===== src/rtl/window_feeder.sv =====
// rtl/window_feeder.sv - streams fmap columns into the conv ALU and tags each complete window
// Columns are read once per output row; each load shifts k row bits into the ALU.
module window_feeder #(
   parameter int MAX_H = 32,
   parameter int AW    = 5
) (
   input  logic             clk,
   input  logic             rst,
   input  logic             start,
   input  logic [4:0]       kernel_size,
   input  logic [5:0]       fmap_w,
   input  logic [5:0]       fmap_h,
   input  logic [24:0]      weight_in,
   input  logic             hold,
   output logic             rd_en,
   output logic [AW-1:0]    rd_addr,
   input  logic [MAX_H-1:0] rd_data,
   output logic             ifmaps_row0_out,
   output logic             ifmaps_row1_out,
   output logic             ifmaps_row2_out,
   output logic             ifmaps_row3_out,
   output logic             ifmaps_row4_out,
   output logic             load_ifmaps,
   output logic [24:0]      weight_out,
   output logic             load_weight,
   output logic             operation,
   output logic             win_valid,
   output logic [4:0]       win_row,
   output logic [4:0]       win_col,
   output logic             busy,
   output logic             done,
   output logic             err
);

   typedef enum logic [1:0] {S_IDLE, S_LOADW, S_FEED, S_DRAIN} state_t;

   state_t      state_q, state_d;
   logic [2:0]  k_q, k_d;
   logic [5:0]  w_q, w_d, h_q, h_d;
   logic [24:0] wt_q, wt_d;
   logic [5:0]  r_q, r_d, c_q, c_d;
   logic        v1_q, v1_d, v2_q, v2_d;
   logic [4:0]  r1_q, r1_d, r2_q, r2_d;
   logic [5:0]  c1_q, c1_d, c2_q, c2_d;
   logic [4:0]  rows_q, rows_d;
   logic        wv_q, wv_d;
   logic [4:0]  wr_q, wr_d, wc_q, wc_d;
   logic        err_q, err_d, done_q, done_d;

   logic [2:0]  start_k;
   logic        start_bad;
   logic [4:0]  kmask;
   logic        last_col, last_row;

   function automatic logic [2:0] k_of(input logic [4:0] ks);
      k_of = 3'd0;
      for (int i = 4; i >= 0; i--) begin
         if (ks[i]) k_of = 3'(i + 1);
      end
   endfunction

   always_ff @(posedge clk or posedge rst) begin
      if (rst) begin
         state_q <= S_IDLE;
      end else begin
         state_q <= state_d;
      end
   end

   always_ff @(posedge clk or posedge rst) begin
      if (rst) begin
         k_q    <= '0;
         w_q    <= '0;
         h_q    <= '0;
         wt_q   <= '1;
         r_q    <= '0;
         c_q    <= '0;
         v1_q   <= 1'b0;
         v2_q   <= 1'b0;
         r1_q   <= '0;
         r2_q   <= '0;
         c1_q   <= '0;
         c2_q   <= '0;
         rows_q <= '0;
         wv_q   <= 1'b0;
         wr_q   <= '0;
         wc_q   <= '0;
         err_q  <= 1'b0;
         done_q <= 1'b0;
      end else begin
         k_q    <= k_d;
         w_q    <= w_d;
         h_q    <= h_d;
         wt_q   <= wt_d;
         r_q    <= r_d;
         c_q    <= c_d;
         v1_q   <= v1_d;
         v2_q   <= v2_d;
         r1_q   <= r1_d;
         r2_q   <= r2_d;
         c1_q   <= c1_d;
         c2_q   <= c2_d;
         rows_q <= rows_d;
         wv_q   <= wv_d;
         wr_q   <= wr_d;
         wc_q   <= wc_d;
         err_q  <= err_d;
         done_q <= done_d;
      end
   end

   assign start_k   = k_of(kernel_size);
   assign start_bad = (start_k == 3'd0) || (fmap_w == 6'd0) || (fmap_h == 6'd0) ||
                      ({3'b0, start_k} > fmap_w) || ({3'b0, start_k} > fmap_h) ||
                      (int'(fmap_w) > (1 << AW)) || (int'(fmap_h) > MAX_H);
   assign last_col  = (c_q == w_q - 6'd1);
   assign last_row  = (r_q == h_q - {3'b0, k_q});

   always_comb begin
      state_d = state_q;
      k_d     = k_q;
      w_d     = w_q;
      h_d     = h_q;
      wt_d    = wt_q;
      r_d     = r_q;
      c_d     = c_q;
      err_d   = 1'b0;
      done_d  = 1'b0;
      unique case (state_q)
         S_IDLE: begin
            if (start) begin
               if (start_bad) begin
                  err_d  = 1'b1;
                  done_d = 1'b1;
               end else begin
                  state_d = S_LOADW;
                  k_d     = start_k;
                  w_d     = fmap_w;
                  h_d     = fmap_h;
                  wt_d    = weight_in;
                  r_d     = '0;
                  c_d     = '0;
               end
            end
         end
         S_LOADW: state_d = S_FEED;
         S_FEED: begin
            if (!hold) begin
               if (last_col) begin
                  c_d = '0;
                  if (last_row) state_d = S_DRAIN;
                  else          r_d = r_q + 6'd1;
               end else begin
                  c_d = c_q + 6'd1;
               end
            end
         end
         S_DRAIN: begin
            // The window stage runs one cycle behind v2, so done lands after the last window.
            if (!v1_q && !v2_q) begin
               state_d = S_IDLE;
               done_d  = 1'b1;
            end
         end
         default: state_d = S_IDLE;
      endcase
   end

   always_comb begin
      rd_en       = (state_q == S_FEED) && !hold;
      load_weight = (state_q == S_LOADW);
      busy        = (state_q != S_IDLE);
   end

   // Read -> data capture -> ALU load -> window tag, each one register apart.
   assign kmask = 5'((6'd1 << k_q) - 6'd1);

   always_comb begin
      v1_d   = rd_en;
      r1_d   = r_q[4:0];
      c1_d   = c_q;
      v2_d   = v1_q;
      r2_d   = r1_q;
      c2_d   = c1_q;
      rows_d = v1_q ? (5'(rd_data >> r1_q) & kmask) : 5'd0;
      wv_d   = v2_q && ((c2_q + 6'd1) >= {3'b0, k_q});
      wr_d   = wv_d ? r2_q : 5'd0;
      wc_d   = wv_d ? 5'(c2_q + 6'd1 - {3'b0, k_q}) : 5'd0;
   end

   assign rd_addr         = c_q[AW-1:0];
   assign ifmaps_row0_out = rows_q[0];
   assign ifmaps_row1_out = rows_q[1];
   assign ifmaps_row2_out = rows_q[2];
   assign ifmaps_row3_out = rows_q[3];
   assign ifmaps_row4_out = rows_q[4];
   assign load_ifmaps     = v2_q;
   assign weight_out      = wt_q;
   assign operation       = 1'b0;
   assign win_valid       = wv_q;
   assign win_row         = wr_q;
   assign win_col         = wc_q;
   assign done            = done_q;
   assign err             = err_q;

endmodule

===== config.mk =====
export PLATFORM = sky130hd
export DESIGN_NAME = window_feeder
export DESIGN_NICKNAME = d
export VERILOG_FILES = /design/src/rtl/window_feeder.sv
export SDC_FILE = /design/constraint.sdc
export NUM_CORES = 1
export LEC_CHECK = 0
export CORE_MARGIN = 2
export CORE_UTILIZATION = 51
export DETAILED_ROUTE_END_ITERATION = 7
export MAX_ROUTING_LAYER = met4
export PLACE_DENSITY = 0.92
export SETUP_SLACK_MARGIN = 0.4
export SYNTH_ARGS = -nofsm -noshare
export SYNTH_HDL_FRONTEND = slang
export SYNTH_SLANG_ARGS = --single-unit
export TNS_END_PERCENT = 5

===== constraint.sdc =====
create_clock -name clk -period 4.6 [get_ports clk]
set_input_delay 1.15 -clock clk [delete_from_list [all_inputs] [get_ports clk]]
set_output_delay 1.15 -clock clk [all_outputs]
set_load 0.05 [all_outputs]

==> impl_results.html, run 1 <==
<table>
<tr><th>Metric</th><th>Value</th></tr>
<tr><th colspan="2">Pwr</th></tr>
<tr><td>Lkg Pwr</td><td>0.00295 uW</td></tr>
<tr><td>Areal power density over the cells</td><td>565 nW/um^2</td></tr>
<tr><td>Worst ir drop on vdd</td><td>0.421 mV</td></tr>
<tr><th colspan="2">Timing</th></tr>
<tr><td>Timing-limited maximum frequency</td><td>257 MHz</td></tr>
<tr><td>Setup TNS</td><td>0 ns</td></tr>
<tr><td>Period utilisation layout</td><td>84.7%</td></tr>
<tr><td>Rel. slew slack</td><td>25.4%</td></tr>
<tr><td>Final min period</td><td>3.90 ns</td></tr>
<tr><td>Fin. max-slew vios</td><td>0</td></tr>
<tr><td>Unrepaired setup endpoints after global routing</td><td>false</td></tr>
<tr><td>Worst-margin pin slew</td><td>1.12 ns</td></tr>
<tr><td>Total of endpoints with negative setup slack in the final report</td><td>0</td></tr>
<tr><td>Hold violation count in the final report</td><td>0</td></tr>
<tr><td>Setup slack of the critical path after layout</td><td>0.704 ns</td></tr>
<tr><td>Post-Route Skew</td><td>0.0152 ns</td></tr>
<tr><th colspan="2">Worst setup path</th></tr>
<tr><td>Endpoint type of the worst setup path</td><td>output port</td></tr>
<tr><td>WP data arrival</td><td>2.75 ns</td></tr>
<tr><td>Register-to-Register Setup Slack</td><td>1.64 ns</td></tr>
<tr><td>Worst Setup Start Kind</td><td>input pin</td></tr>
<tr><td>Required time at the endpoint of the critical path</td><td>3.45 ns</td></tr>
<tr><td>Setup Crit Path Kind</td><td>in2out</td></tr>
<tr><td>Cell depth of the worst flop-to-flop path</td><td>9</td></tr>
<tr><td>Endpoint of the worst register-to-register path</td><td>state_q[1]</td></tr>
<tr><td>Maximum fanout encountered on the critical timing path</td><td>4</td></tr>
<tr><td>Source of the worst register-to-register timing path</td><td>k_q[0]</td></tr>
<tr><th colspan="2">Cells and area</th></tr>
<tr><td>Final nets</td><td>686</td></tr>
<tr><td>Commonest non-fill, non-tap cell in the layout</td><td>clkdlybuf4s50_1</td></tr>
<tr><td>Fraction of final layout cells sized beyond drive strength 1</td><td>20.5%</td></tr>
<tr><td>Fill cell count</td><td>741</td></tr>
<tr><td>Antenna cell count</td><td>0</td></tr>
<tr><td>Commonest non-fill, non-tap cells in the layout</td><td>clkdlybuf4s50_1 (129), dfrtp_1 (71), mux2_2 (32), mux4_2 (28)</td></tr>
<tr><td>Layout-stage area growth over the synthesis result</td><td>28.4%</td></tr>
<tr><th colspan="2">Drt</th></tr>
<tr><td>Length of routed met2 wiring</td><td>6210 um</td></tr>
<tr><td>Via Count</td><td>4,112</td></tr>
<tr><td>Post-DR vias/cell</td><td>5.67</td></tr>
<tr><td>Final routed DRC violation total</td><td>0</td></tr>
<tr><td>Detailed Route WL</td><td>12,100 um</td></tr>
<tr><td>Total length of routed met3 wires</td><td>957 um</td></tr>
<tr><td>Detail Route Antenna Nets</td><td>0</td></tr>
<tr><td>Violation count after the first detailed-route iteration</td><td>268</td></tr>
<tr><td>Routed metal-1 wirelength</td><td>4780 um</td></tr>
<tr><td>Number of detailed-routing iterations run before antenna repair</td><td>5</td></tr>
<tr><td>DR WL/cell</td><td>16.7 um</td></tr>
<tr><td>Uppermost routed layer</td><td>met4</td></tr>
<tr><th colspan="2">Hold path</th></tr>
<tr><td>HP Start</td><td>c1_q[3]</td></tr>
<tr><td>Worst Hold End</td><td>c2_q[3]</td></tr>
<tr><td>WHS Path Cells</td><td>0</td></tr>
<tr><td>HP Class</td><td>reg2reg</td></tr>
<tr><th colspan="2">Placed design</th></tr>
<tr><td>DP Wirelength</td><td>9520 um</td></tr>
<tr><td>Post-Place Setup Slack</td><td>0.432 ns</td></tr>
<tr><td>Count of port buffers added during placement</td><td>129</td></tr>
<tr><td>GP Congestion</td><td>0.924</td></tr>
<tr><th colspan="2">Synth</th></tr>
<tr><td>Synth warnings</td><td>0</td></tr>
<tr><td>Fraction of post-synthesis cell area in the top cell type by area</td><td>32.2%</td></tr>
<tr><td>Fraction of registers with async set/reset</td><td>100%</td></tr>
<tr><td>Top cells by area, synth</td><td>dfrtp_1 (32%), dfstp_2 (12%), mux4_2 (11%), mux2_2 (6.5%), ha_1 (5.0%)</td></tr>
<tr><td>Number of flops mapped to enable cells by yosys</td><td>0</td></tr>
<tr><td>Combined area of all synthesized cells</td><td>5520 sq um</td></tr>
<tr><td>Cell taking the most area after synthesis</td><td>dfrtp_1</td></tr>
<tr><td>Primary FF master, synth</td><td>dfrtp_1</td></tr>
<tr><td>Register area share after synthesis</td><td>44.1%</td></tr>
<tr><td>Post-synth net total</td><td>564</td></tr>
<tr><td>Register bit total from synthesis</td><td>96</td></tr>
<tr><td>Post-Syn Area per Cell</td><td>11.9 sq um</td></tr>
<tr><td>Instance count of the mapped netlist</td><td>462</td></tr>
<tr><td>Yosys cell types</td><td>63</td></tr>
<tr><th colspan="2">CTS</th></tr>
<tr><td>Number of clock sinks seen by CTS</td><td>96</td></tr>
<tr><td>Max clock buf depth</td><td>2</td></tr>
<tr><td>Clk Tree Root Cell</td><td>clkbuf_8</td></tr>
<tr><td>Number of setup buffers added after CTS</td><td>0</td></tr>
<tr><td>Number of levels the H-tree was split into</td><td>3</td></tr>
<tr><td>Register clock-pin slew on the reported worst setup and hold paths</td><td>0.09 ns</td></tr>
<tr><td>Resized Gates After CTS</td><td>0</td></tr>
<tr><td>TritonCTS clock tree</td><td>done</td></tr>
<tr><td>Inserted Clock Buffers</td><td>9</td></tr>
<tr><td>Number of buffers inserted for hold repair after clock tree synthesis</td><td>0</td></tr>
<tr><td>Clk_lat worst skew</td><td>0.36 ns</td></tr>
<tr><th colspan="2">Floorplan</th></tr>
<tr><td>Top-level I/O count</td><td>131</td></tr>
<tr><td>Standard-cell row count</td><td>37</td></tr>
<tr><td>Die Y</td><td>108 um</td></tr>
<tr><td>Starting Density</td><td>53.0%</td></tr>
<tr><td>Die ar.</td><td>11,700 sq um</td></tr>
<tr><td>Placeable core region</td><td>10,400 sq um</td></tr>
<tr><td>Die W</td><td>108 um</td></tr>
<tr><th colspan="2">Global route</th></tr>
<tr><td>Vias in the first global route</td><td>4,221</td></tr>
<tr><td>Total Routing Usage GR</td><td>22.6%</td></tr>
<tr><td>First-pass GRT wire length</td><td>20,200 um</td></tr>
<tr><td>Final global-route overflow total</td><td>0</td></tr>
<tr><td>Number of antenna violations at the first check in global routing</td><td>0</td></tr>
<tr><td>Pin count of the biggest net entering global routing</td><td>46</td></tr>
<tr><th colspan="2">Outcome</th></tr>
<tr><td>Status</td><td>finished clean</td></tr>
<tr><th colspan="2">Flow run</th></tr>
<tr><td>Maximum capacitance violations</td><td>0</td></tr>
</table>
==> worst max-delay path by stage <==
stage	from	to	slack (ns)	cells past startpoint
CTS	hold	rd_en	0.72	3
global route	kernel_size[1]	state_q[1]	0.56	11
global placement	kernel_size[1]	h_q[4]	0.54	10
finish	hold	rd_en	0.70	3
floorplan	rst	c1_d[0]	0.99	1
detailed placement	kernel_size[2]	h_q[3]	0.43	10
==> synth_stat cells (7+ instances only) <==
| cell | instances |
|---|---|
| dfrtp_1 | 71 |
| buf_4 | 10 |
| xnor2_1 | 11 |
| nand2_1 | 25 |
| mux4_2 | 28 |
| xor2_1 | 15 |
| nor2_1 | 24 |
| mux2_2 | 32 |
| and2_1 | 7 |
| nand3_1 | 9 |
| nor2b_1 | 10 |
| inv_1 | 23 |
| a21oi_1 | 18 |
| dfstp_2 | 25 |
| ha_1 | 22 |
| mux2i_1 | 9 |
| nor3_1 | 9 |
| o21ai_0 | 15 |
| o21ai_1 | 7 |
==> registers in the layout, summed over array words and instances, names as in the netlist, 6 cells and up <==
name / cells
c2_q: 6
h_q: 6
r_q: 6
weight_out: 25
c1_q: 6
c1_d: 6
w_q: 6
==> report_power, final <==
group | total [uW] | internal, uW | switching, uW
sequential | 1360 | 1160 | 201
combinational | 2120 | 872 | 1250
clock | 523 | 235 | 288
==> worst max-delay path, cell delays in order <==
cell and delay [ns]:
clkdlybuf4s50_1 0.41, nor2_1 0.30, clkdlybuf4s50_1 0.88
==> per-stage QoR <==
step	cell area (sq um)	std cells	total power (uW)	util (%)	hold slack, ns
floorplan	5520	462	2870	-	0.331
global placement	6890	709	3390	66.2	0.335
detailed placement	6890	709	3490	66.2	0.335
CTS	7080	725	4020	68.0	0.355
global route	7080	725	4260	68.0	0.363
finish	7080	725	4000	68.0	0.353
==> layer usage <==
layer | vias to the layer above | GRT usage (%)
met1 | 1991 | 27.5
li1 | 1930 | -
met5 | - | -
met4 | 0 | 5.31
met3 | 16 | 5.42
met2 | 175 | 38.3
==> layout make-up <==
class                           instances  area [sq um]  area share (%)
Clock buffer                           11           153            2.16
Multi-Input combinational cell        319          2850            40.3
Tap cell                              136           170            2.40
Clock inverter                          5          38.8           0.548
Sequential cell                        96          2430            34.4
Timing Repair Buffer                  135          1350            19.0
Inverter                               23          87.6            1.24
==> cell families after synthesis <==
logic type	count (synthesis)	synth area share, %
flops	96	44.1
mux	74	20.6
buf+inv	47	4.22
xor+xnor	26	4.13
compound gates	81	10.4
fa+ha+maj	24	5.71
other cells	1	0.0680
simple gates	113	10.7
Note: power is estimated with default switching activity, not from simulation.
==> run 2: changes to the inputs <==
- CORE_UTILIZATION: 51 -> 46
- PLACE_DENSITY: 0.92 -> 0.88
- clock period: 4.6 -> 3.2 ns (I/O delays scaled with it)
==> impl_results.html, run 2 (synthesized netlist as in run 1, its figures left out) <==
<table>
<tr><th>Metric</th><th>Value</th></tr>
<tr><th colspan="2">Timing</th></tr>
<tr><td>Total of endpoints with negative setup slack in the final report</td><td>0</td></tr>
<tr><td>Timing-limited maximum frequency</td><td>325 MHz</td></tr>
<tr><td>Hold violation count in the final report</td><td>0</td></tr>
<tr><td>Setup slack of the critical path after layout</td><td>0.122 ns</td></tr>
<tr><td>Final min period</td><td>3.08 ns</td></tr>
<tr><td>Period utilisation layout</td><td>96.2%</td></tr>
<tr><td>Unrepaired setup endpoints after global routing</td><td>true</td></tr>
<tr><td>Worst-margin pin slew</td><td>0.785 ns</td></tr>
<tr><td>Rel. slew slack</td><td>47.7%</td></tr>
<tr><td>Post-Route Skew</td><td>0.00737 ns</td></tr>
<tr><td>Fin. max-slew vios</td><td>0</td></tr>
<tr><th colspan="2">Placed design</th></tr>
<tr><td>Post-Place Setup Slack</td><td>-0.654 ns</td></tr>
<tr><td>GP Congestion</td><td>0.876</td></tr>
<tr><td>DP Wirelength</td><td>9730 um</td></tr>
<tr><td>Placed instance count</td><td>736</td></tr>
<tr><td>Count of port buffers added during placement</td><td>129</td></tr>
<tr><th colspan="2">Worst setup path</th></tr>
<tr><td>Worst Setup Start Kind</td><td>input pin</td></tr>
<tr><td>Required time at the endpoint of the critical path</td><td>3.42 ns</td></tr>
<tr><td>Setup Crit Path Kind</td><td>in2reg</td></tr>
<tr><td>WP data arrival</td><td>3.30 ns</td></tr>
<tr><td>Endpoint type of the worst setup path</td><td>register</td></tr>
<tr><td>Maximum fanout encountered on the critical timing path</td><td>4</td></tr>
<tr><th colspan="2">Flow run</th></tr>
<tr><td>Maximum capacitance violations</td><td>0</td></tr>
<tr><th colspan="2">CTS</th></tr>
<tr><td>Number of buffers inserted for hold repair after clock tree synthesis</td><td>0</td></tr>
<tr><td>Clk Tree Root Cell</td><td>clkbuf_16</td></tr>
<tr><td>Number of levels the H-tree was split into</td><td>3</td></tr>
<tr><td>TritonCTS clock tree</td><td>done</td></tr>
<tr><td>Clk_lat worst skew</td><td>0.34 ns</td></tr>
<tr><td>Inserted Clock Buffers</td><td>9</td></tr>
<tr><td>Max clock buf depth</td><td>2</td></tr>
<tr><td>Number of clock sinks seen by CTS</td><td>96</td></tr>
<tr><td>Register clock-pin slew on the reported worst setup and hold paths</td><td>0.06 ns</td></tr>
<tr><th colspan="2">Cells and area</th></tr>
<tr><td>Max reg flops</td><td>25</td></tr>
<tr><td>Antenna cell count</td><td>0</td></tr>
<tr><td>Final nets</td><td>718</td></tr>
<tr><td>Layout-stage area growth over the synthesis result</td><td>39.7%</td></tr>
<tr><td>Commonest non-fill, non-tap cell in the layout</td><td>clkdlybuf4s50_1</td></tr>
<tr><td>Final Instance Count excl. Fillers</td><td>768</td></tr>
<tr><td>Layout Utilization</td><td>65.0%</td></tr>
<tr><td>Fraction of final layout cells sized beyond drive strength 1</td><td>28.2%</td></tr>
<tr><td>Commonest non-fill, non-tap cells in the layout</td><td>clkdlybuf4s50_1 (118), dfrtp_1 (71), mux4_2 (28), buf_4 (27), dfstp_2 (25)</td></tr>
<tr><th colspan="2">Outcome</th></tr>
<tr><td>Status</td><td>finished clean</td></tr>
<tr><th colspan="2">Drt</th></tr>
<tr><td>Violation count after the first detailed-route iteration</td><td>315</td></tr>
<tr><td>Post-DR vias/cell</td><td>5.79</td></tr>
<tr><td>Detail Route Antenna Nets</td><td>0</td></tr>
<tr><td>DR WL/cell</td><td>18.4 um</td></tr>
<tr><td>Via Count</td><td>4,447</td></tr>
<tr><td>Number of detailed-routing iterations run before antenna repair</td><td>5</td></tr>
<tr><td>Final routed DRC violation total</td><td>0</td></tr>
<tr><td>Detailed Route WL</td><td>14,100 um</td></tr>
<tr><th colspan="2">Floorplan</th></tr>
<tr><td>Placeable core region</td><td>11,900 sq um</td></tr>
<tr><td>Die W</td><td>114 um</td></tr>
<tr><td>Top-level I/O count</td><td>131</td></tr>
<tr><td>Die ar.</td><td>12,900 sq um</td></tr>
<tr><td>Starting Density</td><td>46.5%</td></tr>
<tr><td>Die Y</td><td>114 um</td></tr>
<tr><td>Standard-cell row count</td><td>40</td></tr>
<tr><th colspan="2">Pwr</th></tr>
<tr><td>Lkg Pwr</td><td>0.00324 uW</td></tr>
<tr><td>Areal power density over the cells</td><td>830 nW/um^2</td></tr>
<tr><td>Worst ir drop on vdd</td><td>0.572 mV</td></tr>
<tr><th colspan="2">Hold path</th></tr>
<tr><td>HP Class</td><td>reg2reg</td></tr>
<tr><th colspan="2">Global route</th></tr>
<tr><td>Final global-route overflow total</td><td>0</td></tr>
<tr><td>First-pass GRT wire length</td><td>22,200 um</td></tr>
<tr><td>Total Routing Usage GR</td><td>22.3%</td></tr>
<tr><td>Number of antenna violations at the first check in global routing</td><td>0</td></tr>
<tr><td>Vias in the first global route</td><td>4,589</td></tr>
<tr><td>Pin count of the biggest net entering global routing</td><td>69</td></tr>
</table>
==> run 2: cell types whose count changed in the layout (fill, tap and decap cells not counted), moves of 4 or more <==
cell,change
clkbuf_8,-9
ha_1,-4
clkbuf_16,+8
mux2_2,-8
buf_6,+4
buf_12,+4
clkdlybuf4s50_1,-11
mux2_4,+11
buf_4,+22
clkinvlp_4,+4
nor2_1,-4
==> run 2: critical path: stages <==
cell and delay (ns):
buf_8 0.11, nor3_4 0.18, nor2b_4 0.24, ha_4 0.23, and3b_1 0.19, a211oi_2 0.28
o211ai_2 0.12, buf_4 0.16, o31ai_4 0.38, nand2_2 0.11, a21oi_2 0.17, mux2_4 0.32
==> run 2: power by group <==
part           internal, uW  switching [uW]
clock                   608             447
sequential             1670             290
combinational          1430            1950
total                  3710            2690
==> run 2: worst paths after layout <==
check	endpoint	depth (start not counted)	start	slack, ns
hold / removal	c2_q[2]	0	c1_q[2]	0.35
hold reg to reg	c2_q[2]	0	c1_q[2]	0.35
setup / recovery	state_q[1]	12	kernel_size[1]	0.12
max in group asynchronous	weight_out[3]	3	rst	1.51
min in group asynchronous	err	2	rst	0.92
setup reg to reg	state_q[1]	9	k_q[0]	0.36
==> run 2: cell type report <==
type,count,area [sq um]
flip-flops and latches,96,2430
clock buffers,10,229
repair buffers,167,1710
fillers,830,4150
clock inverters,6,67.6
multi-input cells,319,3000
inverters,23,90.1
well taps,147,184
==> run 2: timing repair <==
action,in CTS,in global routing
pin swaps,15,14
hold endpoints to repair,0,0
gates cloned,3,0
resized for setup,44,26
setup buffers,7,6
setup endpoints to repair,58,58
==> run 2: per-layer routing <==
layer | GRT usage (%) | wire, um | part of all wire (%)
met3 | 4.78 | 812 | 5.8
met5 | - | 0 | 0
met1 | 25.9 | 5430 | 38
met4 | 8.29 | 384 | 2.7
met2 | 38.3 | 7490 | 53
==> run 2: through the flow <==
stage	hold WS [ns]	TNS, ns	total power (uW)	instance area, sq um
after floorplan	0.331	0	4130	5520
after global placement	0.335	-23.44	4960	7050
after detailed placement	0.335	-29.52	5130	7050
after CTS	0.352	0	6300	7590
after global routing	0.359	0	6720	7710
final	0.353	0	6400	7710
